## src/rtl/sc_cfg_pkg.sv

```systemverilog
// Shared types and constants for the scanconverter config sequencer.
package sc_cfg_pkg;
    localparam int NUM_CFG_REGS = 8;

    localparam int CFG_HV1  = 0;
    localparam int CFG_HV2  = 1;
    localparam int CFG_HV3  = 2;
    localparam int CFG_XY1  = 3;
    localparam int CFG_XY2  = 4;
    localparam int CFG_MISC = 5;
    localparam int CFG_SL1  = 6;
    localparam int CFG_SL2  = 7;

    typedef logic [31:0] cfg_word_t;

    typedef enum logic [1:0] {
        IDLE,
        ARMED,
        COMMIT,
        SETTLE
    } sc_state_e;
endpackage

```

## src/rtl/sc_config_sequencer_if.sv

```systemverilog
// CPU register-bridge side of the config sequencer: staging writes, commit
// request and status read-back.
interface sc_config_sequencer_if
    import sc_cfg_pkg::*;
#(
    parameter int MUTE_W = 3
);
    logic              cfg_wr_i;
    logic [3:0]        cfg_addr_i;
    cfg_word_t         cfg_data_i;
    logic              commit_req_i;
    logic [MUTE_W-1:0] mute_frames_i;
    logic              busy_o;
    logic              commit_done_o;
    logic              timeout_o;

    modport master (
        output cfg_wr_i, cfg_addr_i, cfg_data_i, commit_req_i, mute_frames_i,
        input  busy_o, commit_done_o, timeout_o
    );

    modport slave (
        input  cfg_wr_i, cfg_addr_i, cfg_data_i, commit_req_i, mute_frames_i,
        output busy_o, commit_done_o, timeout_o
    );
endinterface

```

## src/rtl/sc_vsync_edge_det.sv

```systemverilog
// Falling-edge detector for the active-low output VSYNC.
module sc_vsync_edge_det (
    input  logic clk,
    input  logic rst,
    input  logic vsync,
    output logic vs_fall
);
    logic vs_prev;

    // Previous VSYNC level; resets high so a low VSYNC out of reset is not an edge.
    always_ff @(posedge clk or posedge rst) begin
        if (rst) vs_prev <= 1'b1;
        else     vs_prev <= vsync;
    end

    assign vs_fall = vs_prev & ~vsync;
endmodule

```

## src/rtl/sc_config_sequencer.sv

```systemverilog
// Shadow-register controller: CPU writes staging words at any time; a commit
// waits for an output frame boundary, copies staging to active atomically and
// then mutes video for a programmable number of frames.
module sc_config_sequencer
    import sc_cfg_pkg::*;
#(
    parameter int TIMEOUT_CYCLES = 2000000,
    parameter int MUTE_W         = 3
) (
    input  logic                 PCLK_OUT_i,
    input  logic                 reset_i,
    sc_config_sequencer_if.slave cpu,
    input  logic                 VSYNC_i,
    output cfg_word_t            hv_out_config_o,
    output cfg_word_t            hv_out_config2_o,
    output cfg_word_t            hv_out_config3_o,
    output cfg_word_t            xy_out_config_o,
    output cfg_word_t            xy_out_config2_o,
    output cfg_word_t            misc_config_o,
    output cfg_word_t            sl_config_o,
    output cfg_word_t            sl_config2_o,
    output logic                 mute_o
);
    localparam int              TW       = $clog2(TIMEOUT_CYCLES);
    localparam logic [TW-1:0]   TMO_LAST = TW'(TIMEOUT_CYCLES - 1);

    sc_state_e         state_q, state_d;
    cfg_word_t         staging_q [NUM_CFG_REGS];
    cfg_word_t         active_q  [NUM_CFG_REGS];
    logic [TW-1:0]     tmo_cnt_q;
    logic [MUTE_W-1:0] mute_cnt_q;
    logic              pending_q, force_q, timeout_q, done_q, mute_q;
    logic              vs_fall, arm, force_hit, mute_nz;

    sc_vsync_edge_det u_edge (
        .clk     (PCLK_OUT_i),
        .rst     (reset_i),
        .vsync   (VSYNC_i),
        .vs_fall (vs_fall)
    );

    assign mute_nz = |cpu.mute_frames_i;

    // State register.
    always_ff @(posedge PCLK_OUT_i or posedge reset_i) begin
        if (reset_i) state_q <= IDLE;
        else         state_q <= state_d;
    end

    // Next state; a VSYNC edge wins over the timeout, so force only marks a
    // commit that really had no frame boundary.
    always_comb begin
        state_d   = state_q;
        arm       = 1'b0;
        force_hit = 1'b0;
        unique case (state_q)
            IDLE: begin
                if (cpu.commit_req_i || pending_q) begin
                    state_d = ARMED;
                    arm     = 1'b1;
                end
            end
            ARMED: begin
                if (vs_fall) begin
                    state_d = COMMIT;
                end else if (tmo_cnt_q == TMO_LAST) begin
                    state_d   = COMMIT;
                    force_hit = 1'b1;
                end
            end
            COMMIT: state_d = mute_nz ? SETTLE : IDLE;
            SETTLE: begin
                if (vs_fall && (mute_cnt_q == MUTE_W'(1))) state_d = IDLE;
            end
            default: state_d = IDLE;
        endcase
    end

    // Timeout counter, pending commit, mute frame count and status flags.
    always_ff @(posedge PCLK_OUT_i or posedge reset_i) begin
        if (reset_i) begin
            tmo_cnt_q  <= '0;
            mute_cnt_q <= '0;
            pending_q  <= 1'b0;
            force_q    <= 1'b0;
            timeout_q  <= 1'b0;
            done_q     <= 1'b0;
            mute_q     <= 1'b1;
        end else begin
            done_q <= (state_q == COMMIT);
            unique case (state_q)
                IDLE: begin
                    if (arm) begin
                        tmo_cnt_q <= '0;
                        pending_q <= 1'b0;
                        timeout_q <= 1'b0;
                    end
                end
                ARMED: begin
                    force_q <= force_hit;
                    if (!vs_fall && !force_hit) tmo_cnt_q <= tmo_cnt_q + TW'(1);
                end
                COMMIT: begin
                    mute_cnt_q <= cpu.mute_frames_i;
                    timeout_q  <= force_q;
                    mute_q     <= mute_nz;
                end
                SETTLE: begin
                    if (cpu.commit_req_i) pending_q <= 1'b1;
                    if (vs_fall) begin
                        mute_cnt_q <= mute_cnt_q - MUTE_W'(1);
                        if (mute_cnt_q == MUTE_W'(1)) mute_q <= 1'b0;
                    end
                end
                default: ;
            endcase
        end
    end

    // Staging writes are accepted in every state; addresses 8..15 are dropped.
    always_ff @(posedge PCLK_OUT_i or posedge reset_i) begin
        if (reset_i) begin
            for (int i = 0; i < NUM_CFG_REGS; i++) staging_q[i] <= '0;
        end else if (cpu.cfg_wr_i && !cpu.cfg_addr_i[3]) begin
            staging_q[cpu.cfg_addr_i[2:0]] <= cpu.cfg_data_i;
        end
    end

    // Atomic copy in the COMMIT cycle; a same-cycle write is not seen here.
    always_ff @(posedge PCLK_OUT_i or posedge reset_i) begin
        if (reset_i) begin
            for (int i = 0; i < NUM_CFG_REGS; i++) active_q[i] <= '0;
        end else if (state_q == COMMIT) begin
            for (int i = 0; i < NUM_CFG_REGS; i++) active_q[i] <= staging_q[i];
        end
    end

    assign hv_out_config_o   = active_q[CFG_HV1];
    assign hv_out_config2_o  = active_q[CFG_HV2];
    assign hv_out_config3_o  = active_q[CFG_HV3];
    assign xy_out_config_o   = active_q[CFG_XY1];
    assign xy_out_config2_o  = active_q[CFG_XY2];
    assign misc_config_o     = active_q[CFG_MISC];
    assign sl_config_o       = active_q[CFG_SL1];
    assign sl_config2_o      = active_q[CFG_SL2];

    assign mute_o            = mute_q;
    assign cpu.busy_o        = (state_q != IDLE);
    assign cpu.commit_done_o = done_q;
    assign cpu.timeout_o     = timeout_q;
endmodule

```

## src/flat_wrapper.sv

```systemverilog
// flat-port wrapper written by rule: the top's interface ports become plain ports
module sc_config_sequencer_flat import sc_cfg_pkg::*;
#(
    parameter int TIMEOUT_CYCLES = 2000000,
    parameter int MUTE_W         = 3
)
  (PCLK_OUT_i, reset_i, VSYNC_i, hv_out_config_o, hv_out_config2_o, hv_out_config3_o, xy_out_config_o, xy_out_config2_o, misc_config_o, sl_config_o, sl_config2_o, mute_o, cpu_cfg_wr_i, cpu_cfg_addr_i, cpu_cfg_data_i, cpu_commit_req_i, cpu_mute_frames_i, cpu_busy_o, cpu_commit_done_o, cpu_timeout_o);
  sc_config_sequencer_if #(.MUTE_W(MUTE_W)) cpu_i ();
  input  logic PCLK_OUT_i;
  input  logic reset_i;
  input  logic VSYNC_i;
  output cfg_word_t hv_out_config_o;
  output cfg_word_t hv_out_config2_o;
  output cfg_word_t hv_out_config3_o;
  output cfg_word_t xy_out_config_o;
  output cfg_word_t xy_out_config2_o;
  output cfg_word_t misc_config_o;
  output cfg_word_t sl_config_o;
  output cfg_word_t sl_config2_o;
  output logic mute_o;
  input wire logic [$bits(cpu_i.cfg_wr_i)-1:0] cpu_cfg_wr_i;
  input wire logic [$bits(cpu_i.cfg_addr_i)-1:0] cpu_cfg_addr_i;
  input wire logic [$bits(cpu_i.cfg_data_i)-1:0] cpu_cfg_data_i;
  input wire logic [$bits(cpu_i.commit_req_i)-1:0] cpu_commit_req_i;
  input wire logic [$bits(cpu_i.mute_frames_i)-1:0] cpu_mute_frames_i;
  output wire logic [$bits(cpu_i.busy_o)-1:0] cpu_busy_o;
  output wire logic [$bits(cpu_i.commit_done_o)-1:0] cpu_commit_done_o;
  output wire logic [$bits(cpu_i.timeout_o)-1:0] cpu_timeout_o;
  assign cpu_i.cfg_wr_i = cpu_cfg_wr_i;
  assign cpu_i.cfg_addr_i = cpu_cfg_addr_i;
  assign cpu_i.cfg_data_i = cpu_cfg_data_i;
  assign cpu_i.commit_req_i = cpu_commit_req_i;
  assign cpu_i.mute_frames_i = cpu_mute_frames_i;
  assign cpu_busy_o = cpu_i.busy_o;
  assign cpu_commit_done_o = cpu_i.commit_done_o;
  assign cpu_timeout_o = cpu_i.timeout_o;
  sc_config_sequencer #(.TIMEOUT_CYCLES(TIMEOUT_CYCLES), .MUTE_W(MUTE_W)) u_core (.PCLK_OUT_i(PCLK_OUT_i), .reset_i(reset_i), .cpu(cpu_i), .VSYNC_i(VSYNC_i), .hv_out_config_o(hv_out_config_o), .hv_out_config2_o(hv_out_config2_o), .hv_out_config3_o(hv_out_config3_o), .xy_out_config_o(xy_out_config_o), .xy_out_config2_o(xy_out_config2_o), .misc_config_o(misc_config_o), .sl_config_o(sl_config_o), .sl_config2_o(sl_config2_o), .mute_o(mute_o));
endmodule
```

## config.mk

```make
export PLATFORM = sky130hd
export DESIGN_NAME = sc_config_sequencer_flat
export DESIGN_NICKNAME = d
export VERILOG_FILES = /design/src/rtl/sc_cfg_pkg.sv /design/src/rtl/sc_config_sequencer_if.sv /design/src/rtl/sc_vsync_edge_det.sv /design/src/rtl/sc_config_sequencer.sv /design/src/flat_wrapper.sv
export SDC_FILE = /design/constraint.sdc
export NUM_CORES = 1
export LEC_CHECK = 0
export ABC_AREA = 1
export CAP_MARGIN = 20
export CORE_AREA = 4 4 252 254
export CTS_CLUSTER_DIAMETER = 80
export DETAILED_ROUTE_END_ITERATION = 8
export DIE_AREA = 0 0 256 258
export PLACE_DENSITY_LB_ADDON = 0.05
export SYNTH_ARGS = -nofsm -noshare
export SYNTH_HDL_FRONTEND = slang
export SYNTH_SLANG_ARGS = --single-unit
export TNS_END_PERCENT = 1
```

## constraint.sdc

```tcl
create_clock -name PCLK_OUT_i -period 27.8 [get_ports PCLK_OUT_i]
set_input_delay 6.95 -clock PCLK_OUT_i [delete_from_list [all_inputs] [get_ports PCLK_OUT_i]]
set_output_delay 6.95 -clock PCLK_OUT_i [all_outputs]
set_load 0.005 [all_outputs]
```

## Word-level counts from Yosys, hierarchy flattened

Cells that the tools add are included.

- Flip-flop bits (word level): 544
- Input bits: 44
- Output and inout port bits: 260
- Word-level logic and storage cells: 92

- $add $sub $neg: 2
- $lt $le $gt $ge: 2
- Eq/ne operators: 13
- Multiplexer cells: 26
- Bitwise gates (word level): 3
- Reductions and logical operators: 21

Operators with widths:

| kind | number |
|---|---|
| $bwmux 256 | 1 |
| $demux 32 s3 | 1 |
| $mux 21 | 2 |
| $pmux 21 s2 | 1 |
| $mux 32 | 1 |
| $add 21x1->21 const B | 1 |
| $eq 21x21->1 const B | 1 |
| $ne 2x1->1 const B | 6 |
| $reduce_and 3->1 | 4 |
| $mux 2 | 5 |
| $reduce_bool 2->1 | 5 |
| $mux 1 | 9 |
| $pmux 2 s4 | 1 |
| $pmux 1 s2 | 3 |
| $pmux 3 s2 | 1 |
| $eq 2x2->1 const B | 2 |
| $ge 4x4->1 const B | 1 |
| $logic_and 1x1->1 | 4 |
| $lt 4x1->1 const B | 1 |
| $not 3->4 | 1 |
| $reduce_and 2->1 | 2 |
| $eq 3x1->1 const B | 1 |
| $logic_not 1->1 | 3 |
| $mux 3 | 1 |
| other kinds (9) | 9 |

## Depth between registers and ports, before layout

Gate-level depths: netlist (run 1).

- Word-level depth: 8
- Gate-level depth with buffers: 10
- Gate-level depth less buffers: 9

## Hierarchy

A second synthesis (run 1) with hierarchy kept.

- Cell total of the unflattened synthesis: 2,232
- Area, all modules: 20,757.4 um^2

By module, submodules not included:

| module | instances | cells each | area each (um^2) | seq. area each (um^2) |
|---|---|---|---|---|
| sc_config_sequencer | 1 | 2,228 | 20,717.4 | 13,589.3 |
| sc_vsync_edge_det | 1 | 4 | 40.0 | 26.3 |

## Worst setup path after synthesis (run 1)

No wires, ideal clock.

- Path kind: in2reg
- Start point: input cpu_cfg_wr_i
- End point: register u_core.staging_q[128] (netlist name)
- Library setup time: 0.130 ns
- Arrival: 7.865 ns
- Required time: 27.670 ns
- Setup slack: 19.805 ns
- Stages: 8
- Buffers on the path: 1
- Path through: inv_1 -> nor2_1 -> inv_2 -> nor2_2 -> inv_2 -> nor3_4 -> clkbuf_1 -> o21ai_0

- Word-level cells in the longest chain between the ends: 1

RTL lines:

| what | line | text |
|---|---|---|
| start, declared | flat_wrapper.sv:21 | `input wire logic [$bits(cpu_i.cfg_wr_i)-1:0] cpu_cfg_wr_i;` |
| $logic_and 1x1->1 | sc_config_sequencer.sv:124 | `end else if (cpu.cfg_wr_i && !cpu.cfg_addr_i[3]) begin` |
| end signal, assigned by index | sc_config_sequencer.sv:125 | `staging_q[cpu.cfg_addr_i[2:0]] <= cpu.cfg_data_i;` |
| end, declared | sc_config_sequencer.sv:28 | `cfg_word_t staging_q [NUM_CFG_REGS];` |

No other way between the ends.
A chain may end at the register's enable or synchronous reset.

==> results of run 1 <==
-- synth_stat cells, drive strengths merged --
| library cell | count | share of area (%) |
|---|---|---|
| nand3b | 1 | 0.036 |
| o211ai | 1 | 0.036 |
| a21oi | 4 | 0.15 |
| nand3 | 35 | 0.90 |
| nor2 | 56 | 1.1 |
| nand4 | 1 | 0.030 |
| buf | 41 | 1.0 |
| o21ai | 345 | 8.4 |
| clkbuf | 69 | 1.3 |
| o21bai | 5 | 0.18 |
| a32oi | 1 | 0.042 |
| nor3b | 1 | 0.036 |
| o22ai | 1 | 0.030 |
| ha | 3 | 0.18 |
| nand2 | 984 | 18 |
| nor3 | 5 | 0.18 |
| a31oi | 2 | 0.061 |
| inv | 135 | 2.5 |
| dfrtp | 542 | 66 |
| xor2 | 2 | 0.085 |
| and2 | 2 | 0.061 |
| dfstp | 2 | 0.25 |
-- kinds of logic (layout without fill, tap and decap cells) --
logic type | after synthesis | after routing
xor gates and xnor gates | 2 | 2
DFF | 544 | 544
AOI/OAI and AO/OA | 359 | 359
adders and majority gates | 3 | 3
and+or+nand+nor | 1085 | 1085
buffers and inverters | 245 | 560
-- metrics by stage --
stage	worst slack, ns	instance area (um^2)
detailed placement	16.16	24400
floorplan	5.65	20700
CTS	16.83	26300
global route	16.37	26400
global placement	16.24	24400
finish	17.12	26400
-- power by group --
part	switching (mW)	internal (mW)	total (mW)	leakage, nW
registers	0.188	1.07	1.26	6.88
logic	0.415	0.455	0.870	4.95
clock network	0.317	0.460	0.776	0.937
total	0.920	1.98	2.90	12.8
-- critical path, cell delays in order --
cell and delay [ns]:
clkdlybuf4s50_1 0.49, inv_8 0.57, buf_4 0.74, buf_4 0.80, buf_4 0.85, buf_4 0.70
-- sequential cells by signal, indices dropped and copies added, names as in the netlist, 32 cells and up --
signal	flops
u_core.xy_out_config2_o	32
u_core.hv_out_config_o	32
u_core.staging_q	256
u_core.hv_out_config3_o	32
u_core.sl_config_o	32
u_core.sl_config2_o	32
u_core.hv_out_config2_o	32
u_core.misc_config_o	32
u_core.xy_out_config_o	32
-- routing by layer --
layer  part of all wire, %  GRT usage [%]  up-vias
met5                     0              0        -
met4                   2.9           5.65        0
met3                   4.2           3.23       92
met2                    50           30.4      288
met1                    43           22.7     7413
li1                      -              -     7548
-- how the worst max path moves through the flow --
stage / from / endpoint / slack [ns] / depth (start not counted)
2_1_floorplan: reset_i / u_core.cpu.commit_done_o / 5.65 / 1
3_3_place_gp: reset_i / u_core.hv_out_config2_o[30] / 16.24 / 6
3_5_place_dp: reset_i / u_core.xy_out_config2_o[8] / 16.16 / 6
4_1_cts: reset_i / u_core.staging_q[106] / 16.83 / 6
5_1_grt: reset_i / u_core.staging_q[108] / 16.37 / 6
6_report: reset_i / u_core.staging_q[61] / 17.12 / 6
-- final cells by class --
cell class                 instances  share of cell area, %
sequential                       544                   51.7
multi-input combinational       1449                   23.1
timing repair buffer             321                   12.2
clock buffer                      86                   6.33
tap                              790                   3.75
inverter                         135                   1.97
clock inverter                    18                  0.911
==> metrics.md, run 1 <==
| Metric | Value |
|---|---|
| PD cells | 110 mW/mm^2 |
| Die height | 258 um |
| Top Ports | 304 |
| Post-Synth Simple-Gate Area | 20.2% |
| Reg-to-reg startpoint | u_core.state_q[0] |
| Reg-to-Reg End | u_core.hv_out_config3_o[5] |
| Reg area | 0.0136 mm^2 |
| Post-Synthesis Cells | 2238 |
| WHS Endpoint | u_core.hv_out_config_o[13] |
| Synth Area in Compound Gates | 8.86% |
| Avg Inst Size Synth | 9.23 um^2 |
| IO Port Bufs | 303 |
| CTS tree | yes |
| Final hold vios | 0 |
| Ant. Diodes | 0 |
| Wire length per cell | 17.5 um |
| Filler cells | 6068 |
| Synthesized area | 0.0207 mm^2 |
| Tmin final | 10.68 ns |
| Slew headroom | 32.1% |
| Reg2reg setup slack | 24.64 ns |
| Clk_skew | 0.0161 ns |
| Placed Cells | 3237 |
| Layout area overhead | 27.6% |
| Hold WC Path Type | register to register |
| Pre-Repair DR Iteration Count | 5 |
| Clk Latency, worst-skew pair | 0.61 ns |
| Postcts setup bufs | 0 |
| Achievable Freq | 93.6 MHz |
| Critical path class | input pin to asynchronous set/reset pin |
| Final nets | 2556 |
| Xor/xnor share of the synthesized area | 0.0848% |
| CTS sink count | 544 |
| Startpoint types | input pin |
| Min-delay src | u_core.staging_q[237] |
| Minimum hold slack | 0.460 ns |
| Part of the cycle the worst path needs | 38.4% |
| HPWL after DPL | 38.2 mm |
| Slew Limit Fails | 0 |
| Library cells used by synthesis | 32 |
| Critical Path Fanout Max | 136 |
| H-Tree Depth | 2 |
| Largest net degree at the start of global routing | 137 |
| Via count | 15300 |
| Ys Warns | 0 |
| Vias in the first global route | 15500 |
| CTS resizes | 0 |
| Hold Path Depth | 2 |
| Root Driver | clkbuf_16 |
| Leak pwr | 12.8 nW |
| GR Util All Layers | 17.7% |
| Arr. time, crit path | 11.34 ns |
| Multi-input logic area | 0.00610 mm^2 |
| Num CTS Buffers | 58 |
| Most frequent cells in the layout | nand2_1 (978), dfrtp_1 (542), o21ai_0 (338) |
| DIE WIDTH | 256 um |
| Core box area | 0.0613 mm^2 |
| Initial DRC Count | 1001 |
| GPL Wtd Cong | 0.812 |
| Largest family of logic cells by synthesized area | simple AND/OR/NAND/NOR gates |
| First-pass GRT wire length | 92.7 mm |
| #FFs+latches synth | 544 |
| RSZ-0062 raised after global routing | false |
| Initial Util | 33.7% |
| CTS max path bufs | 3 |
| Max cap viols | 0 |
| Clk slew on worst S/H paths | 0.06 ns |
| Die area | 0.0660 mm^2 |
| Post-route ant nets | 0 |
| Fin cells | 3343 |
| Syn_nets | 2285 |
| Initial antenna violation count | 0 |
| Most common cell after layout, fill and taps aside | nand2_1 |
| Status | completed |
| Post-synthesis mux area share | 0% |
| Layout cells sized above 1 | 4.97% |
| DRC errors left | 0 |
| Pwr Total | 2.90 mW |
| CTS Hold Bufs | 0 |
| Vias per cell | 4.59 |
| R2R cell count | 6 |
| Fin util | 43.0% |
| Setup TNS | 0 ns |
| Number of cell rows | 91 |
| Congestion Overflow GR | 0 |
| Post-synthesis sequential area ratio | 65.9% |
| Pin slew with the least headroom to its limit | 1.02 ns |
| Post-Synth Adder-Cell Area | 0.182% |
| VDD IR-drop max | 0.0000550 V |
| Worst Path Required | 28.46 ns |
| Setup crit end kind | asynchronous set/reset pin |
| Final WL | 58.6 mm |
| Final setup fails | 0 |
Note: power is estimated with default switching activity, not from simulation.
==> run 2: changes to the inputs <==
Clock period 27.8 ns to 11.15 ns, I/O delays scaled along.
==> run 2 against run 1 <==
Net effect:
- first-iteration DRC count rose by 4.7%
- die area did not move
- non-clock buffer count did not move
- largest power group unchanged
- clock-buffer cell count rose by 6
- sequential power rose by 150%
- worst hold slack improved by 0.0049 ns
- sequential share of layout area fell by 0.11 points
==> metrics.md, run 2 (synthesized netlist as in run 1, its figures left out) <==
| Metric | Value |
|---|---|
| Status | completed |
| Layout area overhead | 27.9% |
| Post-route ant nets | 0 (unchanged) |
| Reg-to-Reg End | u_core.sl_config_o[25] |
| Top Ports | 304 (unchanged) |
| Achievable Freq | 214 MHz |
| Initial Util | 33.7% (unchanged) |
| Reg-to-reg startpoint | u_core.state_q[0] |
| Initial antenna violation count | 0 (unchanged) |
| CTS tree | yes |
| Worst Path Required | 8.36 ns (-20.10 ns) |
| Die area | 0.0660 mm^2 (unchanged) |
| Final setup fails | 0 (unchanged) |
| Clk slew on worst S/H paths | 0.06 ns (about the same) |
| CTS max path bufs | 3 (unchanged) |
| Wire length per cell | 17.7 um (+1.2%) |
| GPL Wtd Cong | 0.797 (-1.8%) |
| Most frequent cells in the layout | nand2_1 (978), dfrtp_1 (542), o21ai_0 (338) |
| Final WL | 59.3 mm (+1.1%) |
| Vias per cell | 4.57 (-0.34%) |
| Critical Path Fanout Max | 6 (-96%) |
| Die height | 258 um (unchanged) |
| Final WS setup | 6.48 ns (-10.63 ns) |
| Via count | 15300 (-0.40%) |
| Minimum hold slack | 0.465 ns (+0.00495 ns) |
| Fin cells | 3341 (-0.060%) |
| Final nets | 2557 (+0.039%) |
| Core box area | 0.0613 mm^2 (unchanged) |
| Setup crit end kind | primary output |
| Placed Cells | 3235 (-0.062%) |
| RSZ-0062 raised after global routing | false |
| CTS Hold Bufs | 0 (unchanged) |
| Reg2reg setup slack | 7.96 ns (-16.68 ns) |
| Clk Latency, worst-skew pair | 0.62 ns (about the same) |
| DRC errors left | 0 (unchanged) |
| First-pass GRT wire length | 93.0 mm (+0.38%) |
| Arr. time, crit path | 1.88 ns (-9.46 ns) |
| Min-delay src | u_core.staging_q[228] |
| Final hold vios | 0 (unchanged) |
| Hold WC Path Type | register to register |
| Clk_skew | 0.0177 ns (+0.00151 ns) |
| GR Util All Layers | 17.8% (+0.12 points) |
| WHS Endpoint | u_core.hv_out_config_o[4] |
| Largest net degree at the start of global routing | 172 (+26%) |
| IO Port Bufs | 303 (unchanged) |
| Setup TNS | 0 ns (unchanged) |
| Num CTS Buffers | 59 (+1.7%) |
| Tmin final | 4.67 ns |
| H-Tree Depth | 2 (unchanged) |
| Leak pwr | 12.8 nW (+0.19%) |
| VDD IR-drop max | 0.000144 V (+160%) |
| Startpoint types | register |
| Ant. Diodes | 0 (unchanged) |
| Fin util | 43.1% (+0.092 points) |
| CTS sink count | 544 (unchanged) |
| Layout cells sized above 1 | 4.98% (about the same) |
| Biggest register | u_core.staging_q |
| R2R cell count | 6 (unchanged) |
| Critical path class | register to primary output |
| Vias in the first global route | 15300 (-1.1%) |
| Hold Path Depth | 2 (unchanged) |
| PD cells | 275 mW/mm^2 (+150%) |
| CTS resizes | 0 (unchanged) |
| Root Driver | clkbuf_16 |
| Most common cell after layout, fill and taps aside | nand2_1 |
| Pin slew with the least headroom to its limit | 1.00 ns (-0.0190 ns) |
| Max cap viols | 0 (unchanged) |
| Slew headroom | 33.3% (+1.3 points) |
| Part of the cycle the worst path needs | 41.9% |
| DIE WIDTH | 256 um (unchanged) |
| Max reg flops | 256 (unchanged) |
| HPWL after DPL | 38.3 mm (about the same) |
| Initial DRC Count | 1048 (+4.7%) |
| Pre-Repair DR Iteration Count | 5 (unchanged) |
| Dpl ws | 6.02 ns (-10.14 ns) |
| Postcts setup bufs | 0 (unchanged) |
| Slew Limit Fails | 0 (unchanged) |
| Number of cell rows | 91 (unchanged) |
| Congestion Overflow GR | 0 (unchanged) |
-- run 2: area by class of cell --
type	count	area (um^2)
Clock buffer	92	1770
Tap cell	790	988
Multi-Input combinational cell	1449	6090
Clock inverter	10	148
Inverter	135	515
Sequential cell	544	13600
Timing Repair Buffer	321	3280
Fill cell	6049	34800
-- run 2: layer usage --
layer	vias to the layer above	global-route usage, %	wire, um
met5	-	0	0
met4	0	4.59	1360
met3	82	3.56	2610
met2	307	30.3	29300
met1	7355	23.4	26100
li1	7536	-	-
-- run 2: worst max-delay path, stage by stage, from the launching register on --
cell	delay [ns]
dfrtp_1	0.46
nor2_1	0.25
inv_1	0.10
clkdlybuf4s50_1	0.47
-- run 2: metrics by stage --
| stage | power [mW] | instance area (um^2) |
|---|---|---|
| after floorplan | 3.98 | 20700 |
| after global placement | 5.38 | 24400 |
| after detailed placement | 5.40 | 24400 |
| after CTS | 7.40 | 26300 |
| after global routing | 7.77 | 26400 |
| final | 7.26 | 26400 |
-- run 2: worst max path at each step --
stage                       from                        to  cells after the start
2_1_floorplan            reset_i  u_core.cpu.commit_done_o                      1
3_3_place_gp        cpu_cfg_wr_i      u_core.staging_q[37]                      7
3_5_place_dp             reset_i  u_core.misc_config_o[11]                      4
4_1_cts        u_core.state_q[1]                cpu_busy_o                      3
5_1_grt        u_core.state_q[1]                cpu_busy_o                      3
6_report       u_core.state_q[1]                cpu_busy_o                      3
-- run 2: where the power goes --
group	internal, mW	total, mW	switching [mW]
Sequential	2.67	3.14	0.474
Combinational	1.14	2.18	1.04
Clock	1.15	1.93	0.786
==> run 3: changes to the inputs <==
Clock period 11.15 ns to 4.7 ns, I/O delays scaled along.
==> run 3 against run 2 <==
Net effect:
- clock skew about the same
- critical path depth is the same
- clock power grew 140%
- sequential share of layout area is 0.13 points lower
- sequential power rose by 140%
- cell area increased by 0.25%
- non-clock buffer count increased by 10
- largest cell class unchanged
- first-iteration DRC count fell by 8.9%
==> metrics.md, run 3 (synthesized netlist as in run 1, its figures left out) <==
| Metric | Value |
|---|---|
| Part of the cycle the worst path needs | 65.1% |
| CP top delay family | buffers and inverters |
| VDD IR-drop max | 0.000294 V (+100%) |
| Layout cells sized above 1 | 5.61% (+0.63 points) |
| Final nets | 2567 (+0.39%) |
| Startpoint types | register |
| Pin slew with the least headroom to its limit | 0.908 ns (-0.0923 ns) |
| Congestion Overflow GR | 0 (unchanged) |
| Sw Pwr | 5.47 mW (+140%) |
| Hold WC Path Type | register to register |
| Critical Path, Cell by Cell | nor2_1, inv_1, clkdlybuf4s50_1 |
| PD cells | 648 mW/mm^2 (+140%) |
| Filler cells | 6036 (-0.21%) |
| Clk_skew | 0.0179 ns (+0.000217 ns) |
| Vias in the first global route | 15900 (+3.7%) |
| Final WL | 59.8 mm (+0.88%) |
| Slew headroom | 39.5% (+6.2 points) |
| Final setup fails | 0 (unchanged) |
| CTS tree | yes |
| Pre-Repair DR Iteration Count | 5 (unchanged) |
| Number of cell rows | 91 (unchanged) |
| Minimum hold slack | 0.466 ns (+0.00153 ns) |
| Initial DRC Count | 955 (-8.9%) |
| Slew Limit Fails | 0 (unchanged) |
| Critical Path Fanout Max | 6 (unchanged) |
| Post-route ant nets | 0 (unchanged) |
| Root Driver | clkbuf_16 |
| WP buf/inv | 2 (unchanged) |
| GR Util All Layers | 18.1% (+0.32 points) |
| Final hold vios | 0 (unchanged) |
| CTS Hold Bufs | 0 (unchanged) |
| CTS max path bufs | 3 (unchanged) |
| CTS resizes | 0 (unchanged) |
| Via count | 15400 (+1.1%) |
| IO Port Bufs | 303 (unchanged) |
| Slowest-stage cell, CP | dfrtp_1 |
| Setup crit end kind | primary output |
| Worst Path Required | 3.52 ns (-4.84 ns) |
| Leak pwr | 12.8 nW (+0.42%) |
| DIE WIDTH | 256 um (unchanged) |
| Largest stage delay on the critical path | 0.46 ns (about the same) |
| Logic pwr share | 30.3% (+0.3 points) |
| Achievable Freq | 327 MHz |
| DRC errors left | 0 (unchanged) |
| Clk slew on worst S/H paths | 0.06 ns (about the same) |
| Arr. time, crit path | 1.89 ns (about the same) |
| Setup TNS | 0 ns (unchanged) |
| Initial Util | 33.7% (unchanged) |
| Sequential fraction of design power | 43.1% (-0.2 points) |
| Wire length per cell | 17.8 um (+0.34%) |
| Most common cell after layout, fill and taps aside | nand2_1 |
| Multi-input logic area | 0.00609 mm^2 (unchanged) |
| RSZ-0062 raised after global routing | false |
| Vias per cell | 4.60 (+0.55%) |
| Clock Power Share | 26.6% (about the same) |
| Top Ports | 304 (unchanged) |
| Status | completed |
| Fin util | 43.2% (+0.11 points) |
| Tmin final | 3.06 ns |
| Core box area | 0.0613 mm^2 (unchanged) |
| Reg area | 0.0136 mm^2 (unchanged) |
| Pint | 11.7 mW (+140%) |
| Most frequent cells in the layout | nand2_1 (978), dfrtp_1 (542), o21ai_0 (338) |
| Fin cells | 3359 (+0.54%) |
| Max cap viols | 0 (unchanged) |
| Die area | 0.0660 mm^2 (unchanged) |
| Layout area overhead | 28.2% |
| Postcts setup bufs | 0 (unchanged) |
| Max reg flops | 256 (unchanged) |
| Critical path class | register to primary output |
| Num CTS Buffers | 59 (unchanged) |
| Placed Cells | 3247 (+0.37%) |
| H-Tree Depth | 2 (unchanged) |
| Die height | 258 um (unchanged) |
| Clk Latency, worst-skew pair | 0.61 ns (about the same) |
| First-pass GRT wire length | 95.4 mm (+2.5%) |
| Largest net degree at the start of global routing | 183 (+6.4%) |
| Final WS setup | 1.64 ns (-4.84 ns) |
| Biggest register | u_core.staging_q |
| CTS sink count | 544 (unchanged) |
| Initial antenna violation count | 2 (+2) |
| Dpl ws | 1.16 ns (-4.85 ns) |
| Switching share of total power | 31.9% (+0.14 points) |
| GPL Wtd Cong | 0.808 (+1.4%) |
| HPWL after DPL | 39.7 mm (+3.6%) |
## run 3: cell types whose count changed in the layout (fill, tap and decap cells not counted), sizes merged
cell	previous run	this run
bufinv	3	0
clkinv	7	8
buf	18	28
diode	0	1
clkbuf	92	97
inv	134	138
## run 3: tightest hold or removal path: stages (launching register included)
cell	delay, ns
dfrtp_1	0.34
nand2_1	0.05
nand2_1	0.05
## run 3: per-stage QoR
stage / area (um^2) / power [mW]
after floorplan: 20700 / 9.44
after global placement: 24500 / 12.8
after detailed placement: 24500 / 12.8
after CTS: 26400 / 17.5
after global routing: 26500 / 18.4
final: 26500 / 17.2
## run 3: metal layers
layer  track usage (%)  routed length [um]  share of wire, %  up-vias
met3              3.07                2360               3.9       78
met1              23.2               26000                43     7526
li1                  -                   -                 -     7564
met4              4.68                1190               2.0        2
met2              31.9               30300                51      277
met5                 0                  12             0.020        -
## run 3: path summary, 6_finish.rpt
| kind | from | endpoint | slack [ns] | depth (start not counted) |
|---|---|---|---|---|
| setup / recovery | u_core.state_q[1] | cpu_busy_o | 1.64 | 3 |
| setup reg to reg | u_core.state_q[0] | u_core.xy_out_config2_o[24] | 2.11 | 6 |
| hold reg to reg | u_core.staging_q[19] | u_core.sl_config2_o[19] | 0.47 | 2 |
| hold / removal | u_core.staging_q[19] | u_core.sl_config2_o[19] | 0.47 | 2 |
| max in group asynchronous | reset_i | u_core.hv_out_config3_o[15] | 2.65 | 4 |
| min in group asynchronous | reset_i | u_core.xy_out_config_o[5] | 0.97 | 2 |
## run 3: area by class of cell
type | count | area share, %
Clock buffer | 97 | 6.95
Sequential cell | 544 | 51.4
Antenna cell | 1 | 0.00945
Inverter | 135 | 1.95
Clock inverter | 12 | 0.283
Tap cell | 790 | 3.73
Timing Repair Buffer | 331 | 12.7
Multi-Input combinational cell | 1449 | 23.0
## run 3: power by group through the flow
stage	registers, mW	clock network [mW]	logic (mW)
floorplan	7.26	0	2.18
detailed placement	7.48	0	5.33
global route	7.59	4.89	5.89
global placement	7.50	0	5.27
finish	7.39	4.57	5.21
CTS	7.43	4.71	5.37
==> variant 1 (config.mk and constraints of run 1) <==
`TIMEOUT_CYCLES` is set to 2000000 in 2 places; all go to 1000000.
--- a/src/rtl/sc_config_sequencer.sv
+++ b/src/rtl/sc_config_sequencer.sv
@@ -4,7 +4,7 @@
 module sc_config_sequencer
     import sc_cfg_pkg::*;
 #(
-    parameter int TIMEOUT_CYCLES = 2000000,
+    parameter int TIMEOUT_CYCLES = 1000000,
     parameter int MUTE_W         = 3
 ) (
     input  logic                 PCLK_OUT_i,
--- a/src/flat_wrapper.sv
+++ b/src/flat_wrapper.sv
@@ -1,7 +1,7 @@
 // flat-port wrapper written by rule: the top's interface ports become plain ports
 module sc_config_sequencer_flat import sc_cfg_pkg::*;
 #(
-    parameter int TIMEOUT_CYCLES = 2000000,
+    parameter int TIMEOUT_CYCLES = 1000000,
     parameter int MUTE_W         = 3
 )
   (PCLK_OUT_i, reset_i, VSYNC_i, hv_out_config_o, hv_out_config2_o, hv_out_config3_o, xy_out_config_o, xy_out_config2_o, misc_config_o, sl_config_o, sl_config2_o, mute_o, cpu_cfg_wr_i, cpu_cfg_addr_i, cpu_cfg_data_i, cpu_commit_req_i, cpu_mute_frames_i, cpu_busy_o, cpu_commit_done_o, cpu_timeout_o);
Check against the original RTL: same outputs for any inputs over 4 cycles, from zero or initial values and one cycle with reset_i high; that may be too few to reach the edited logic, so the function may still have changed.
==> variant 1 against run 1 <==
  * Worst hold slack got worse by 11 ps
  * Utilization down 0.092 points
  * Maximum frequency increased by 5.7%
  * Cell area decreased by 0.21%
  * Power increased by 0.36%
  * Register-to-register slack got worse by 60 ps
  * Clock skew grew 4.5 ps
  * Sequential cell count fell by 1
  * First-iteration DRC count increased by 6.7%
  * Setup slack better by 580 ps
  * Via count is 0.53% lower
  * Area after synthesis down 0.15%
  * Routed wire length shrank 1.0%
  * Largest cell class unchanged
==> variant 1: results <==
{
  "status": "completed",
  "wl_met3_um": 2388,
  "finalNetCount": 2541,
  "numCtsBuffers": 60,
  "p_leak_nw": 12.78,
  "grt_util_met2": 0.2983,
  "synth.yosys.seq_area_share": 0.6589,
  "num_vias": 15260,
  "synth-compound-area-share": 0.08863,
  "hold_start": "u_core.staging_q[59]",
  "synthTopCellsByCount": "982 x nand2_1, 541 x dfrtp_1, 331 x o21ai_0",
  "syn_nets": 2269,
  "overflow": 0,
  "crit_end": "u_core.xy_out_config2_o[24]",
  "post_synth_fa_ha_maj_area_fraction": 0.001820,
  "grtUsageMet3": 0.03305,
  "rr_endpoint": "u_core.xy_out_config2_o[6]",
  "post_drt_wl_per_cell_um": 17.44,
  "grt_pass1_wl_um": 91880,
  "r2r_slack_ps": 24580,
  "final-instance-count-excl-fill": 3327,
  "first_iter_violations": 1068,
  "syn_area_per_cell_sq_um": 9.282,
  "clock-skew-final_ps": 20.61,
  "placed_cells": 3221,
  "cp_max_fo": 127,
  "gp_congestion": 0.7875,
  "max-slew-margin-rel": 0.3369,
  "met2_length_um": 28470,
  "antenna_found_initial": 1,
  "hpwl_um": 37670,
  "met1Wirelength_um": 26230,
  "largest_reg_flops": 256,
  "grt_usage": 0.1740,
  "layout_setup_ws_ps": 17690,
  "fill_cells": 6017,
  "max_stage_delay_ps": 880,
  "synth-xor-area-share": 0.001699,
  "synth_area_leaders": "dfrtp_1 66%, nand2_1 18%, o21ai_0 8.0%",
  "hp-class": "reg -> reg",
  "hold_path_end": "u_core.sl_config_o[27]",
  "dp_slack_ps": 16760,
  "ys_types": 34,
  "placed_cell_area_sq_mm": 0.02433,
  "grt_max_degree": 128,
  "grt.met1_usage": 0.2326,
  "layout-drive-gt1-share": 0.05481,
  "ir_drop_mv": 0.05150,
  "min_path_cells": 2,
  "timing.hold.ws_ps": 449.0
}
==> variant 1: cell count changes in the layout (fill, tap and decap cells not counted), sizes merged, moves of 2 or more <==
cell	before	now
nand3	35	27
clkbuf	86	93
clkinv	12	6
nor2	56	52
o21ai	345	342
a21oi	4	2
and2	2	0
inv	135	133
nand4	1	3
xor2	2	4
==> variant 1: layout make-up <==
type | instances | area [sq um] | share of cell area
diodes | 1 | 2.502 | 0.00009514
inverters | 132 | 508.0 | 0.01931
flip-flops and latches | 543 | 13590 | 0.5167
repair buffers | 320 | 3173 | 0.1206
clock inverters | 11 | 170.2 | 0.006469
well taps | 790 | 988.4 | 0.03758
multi-input cells | 1437 | 6095 | 0.2317
clock buffers | 93 | 1775 | 0.06750
==> variant 1: power by group <==
part,switching [W],internal [W]
Sequential,0.000182,0.00107
Clock,0.000318,0.000471
Combinational,0.000420,0.000455
==> variant 2 (config.mk and constraints of run 1) <==
Made on the original files. Register the input `VSYNC_i` before use, with the module's reset. The logic sees it one clock later. The other inputs are not delayed to match.
--- a/src/rtl/sc_config_sequencer.sv
+++ b/src/rtl/sc_config_sequencer.sv
@@ -24,6 +24,16 @@
     localparam int              TW       = $clog2(TIMEOUT_CYCLES);
     localparam logic [TW-1:0]   TMO_LAST = TW'(TIMEOUT_CYCLES - 1);
 
+    logic VSYNC_q;
+
+    always_ff @(posedge PCLK_OUT_i or posedge reset_i) begin
+        if (reset_i) begin
+            VSYNC_q <= '0;
+        end else begin
+            VSYNC_q <= VSYNC_i;
+        end
+    end
+
     sc_state_e         state_q, state_d;
     cfg_word_t         staging_q [NUM_CFG_REGS];
     cfg_word_t         active_q  [NUM_CFG_REGS];
@@ -35,7 +45,7 @@
     sc_vsync_edge_det u_edge (
         .clk     (PCLK_OUT_i),
         .rst     (reset_i),
-        .vsync   (VSYNC_i),
+        .vsync   (VSYNC_q),
         .vs_fall (vs_fall)
     );
 
Check against the original RTL: not equivalent (a bounded check fails within 4 cycles, from zero or initial values and one cycle with reset_i high).
==> variant 2 against run 1 <==
  * Setup slack better by 1400 ps
  * Cell area hardly changed
  * Sequential cell count is 1 higher
  * Area after synthesis is 0.21% higher
  * Clock skew is 8.8 ps higher
  * Count of clock-buffer cells in the layout stayed put
  * Register-to-register slack better by 30 ps
  * Routed wire length is 5.2% higher
  * Cell count is 0.18% higher
  * Power is 6.1% lower
  * Maximum frequency is 15% higher
  * Critical path type unchanged
  * Critical endpoint is now u_core.staging_q[43]
  * Largest power group unchanged
==> variant 2: results <==
{
  "status": "completed",
  "wirelength_um": 61670,
  "grt_usage": 0.1854,
  "hpwl_um": 38900,
  "vias_per_cell": 4.605,
  "first_pass_iters": 7,
  "hold_path_end": "u_core.u_edge.vs_prev",
  "fill_cells": 6052,
  "gp_congestion": 0.8345,
  "r2r_slack_ps": 24670,
  "antenna_found_initial": 5,
  "cp.arrival_ps": 9920,
  "cp_max_fo": 180,
  "crit_end": "u_core.staging_q[43]",
  "placed_cell_area_sq_mm": 0.02442,
  "grt_pass1_vias": 15490,
  "clock-skew-final_ps": 24.94,
  "ir_drop_mv": 0.05121,
  "syn_nets": 2287,
  "grt_max_degree": 206,
  "synthTopCellsByCount": "982 x nand2_1, 543 x dfrtp_1, 336 x o21ai_0",
  "worst_slew_pin_slew_ps": 1145,
  "post_drt_wl_per_cell_um": 18.41,
  "placed_cells": 3238,
  "p_leak_nw": 12.77,
  "timing.hold.ws_ps": 395.8,
  "first_iter_violations": 1183,
  "grt_pass1_wl_um": 95990,
  "ys_types": 31,
  "rr_endpoint": "u_core.sl_config_o[5]",
  "min_path_cells": 0,
  "layout-drive-gt1-share": 0.05205,
  "synth.yosys.seq_area_share": 0.6590,
  "hold_start": "u_core.VSYNC_q",
  "dp_slack_ps": 17840
}
==> variant 2: cell count changes in the layout (fill, tap and decap cells not counted), moves of 2 or more <==
cell / change
bufinv_16: -3
clkbuf_1: -6
clkbuf_8: +7
clkinv_2: +3
diode_2: +4
inv_1: +2
inv_6: +3
o21ai_0: -2
==> variant 2: where the power goes <==
group,total (W),leakage (nW),switching (W),internal [W]
sequential,0.00119,6.90,0.000154,0.00104
combinational,0.000773,4.93,0.000390,0.000383
clock,0.000765,0.944,0.000320,0.000444
total,0.00273,12.8,0.000864,0.00186
==> variant 2: layer usage <==
| metal | track usage | routed length [um] |
|---|---|---|
| met2 | 0.3030 | 29460 |
| met1 | 0.2522 | 27550 |
| met4 | 0.04083 | 1068 |
| met5 | 0 | 8 |
| met3 | 0.04609 | 3580 |
==> variant 2: layout make-up <==
cell class,count,area [sq um],share of cell area
repair buffers,319,3191,0.1211
well taps,790,988.4,0.03753
diodes,4,10.01,0.0003800
inverters,137,526.8,0.02000
clock buffers,86,1717,0.06517
flip-flops and latches,545,13640,0.5179
multi-input cells,1448,6092,0.2313
clock inverters,20,175.2,0.006650
==> variant 2: logic make-up (layout without fill, tap and decap cells) <==
group / after synthesis / in the layout / share of synthesized area
flops: 545 / 545 / 0.6590
xor+xnor: 2 / 2 / 0.0008464
other cells: 0 / 4 / 0
buf+inv: 247 / 562 / 0.04812
simple gates: 1084 / 1084 / 0.2017
fa+ha+maj: 3 / 3 / 0.001814
compound gates: 359 / 359 / 0.08856
==> variant 2: worst max-delay path, delay by kind of cell <==
family,cells,cell delay [ps]
buf+inv,4,2500
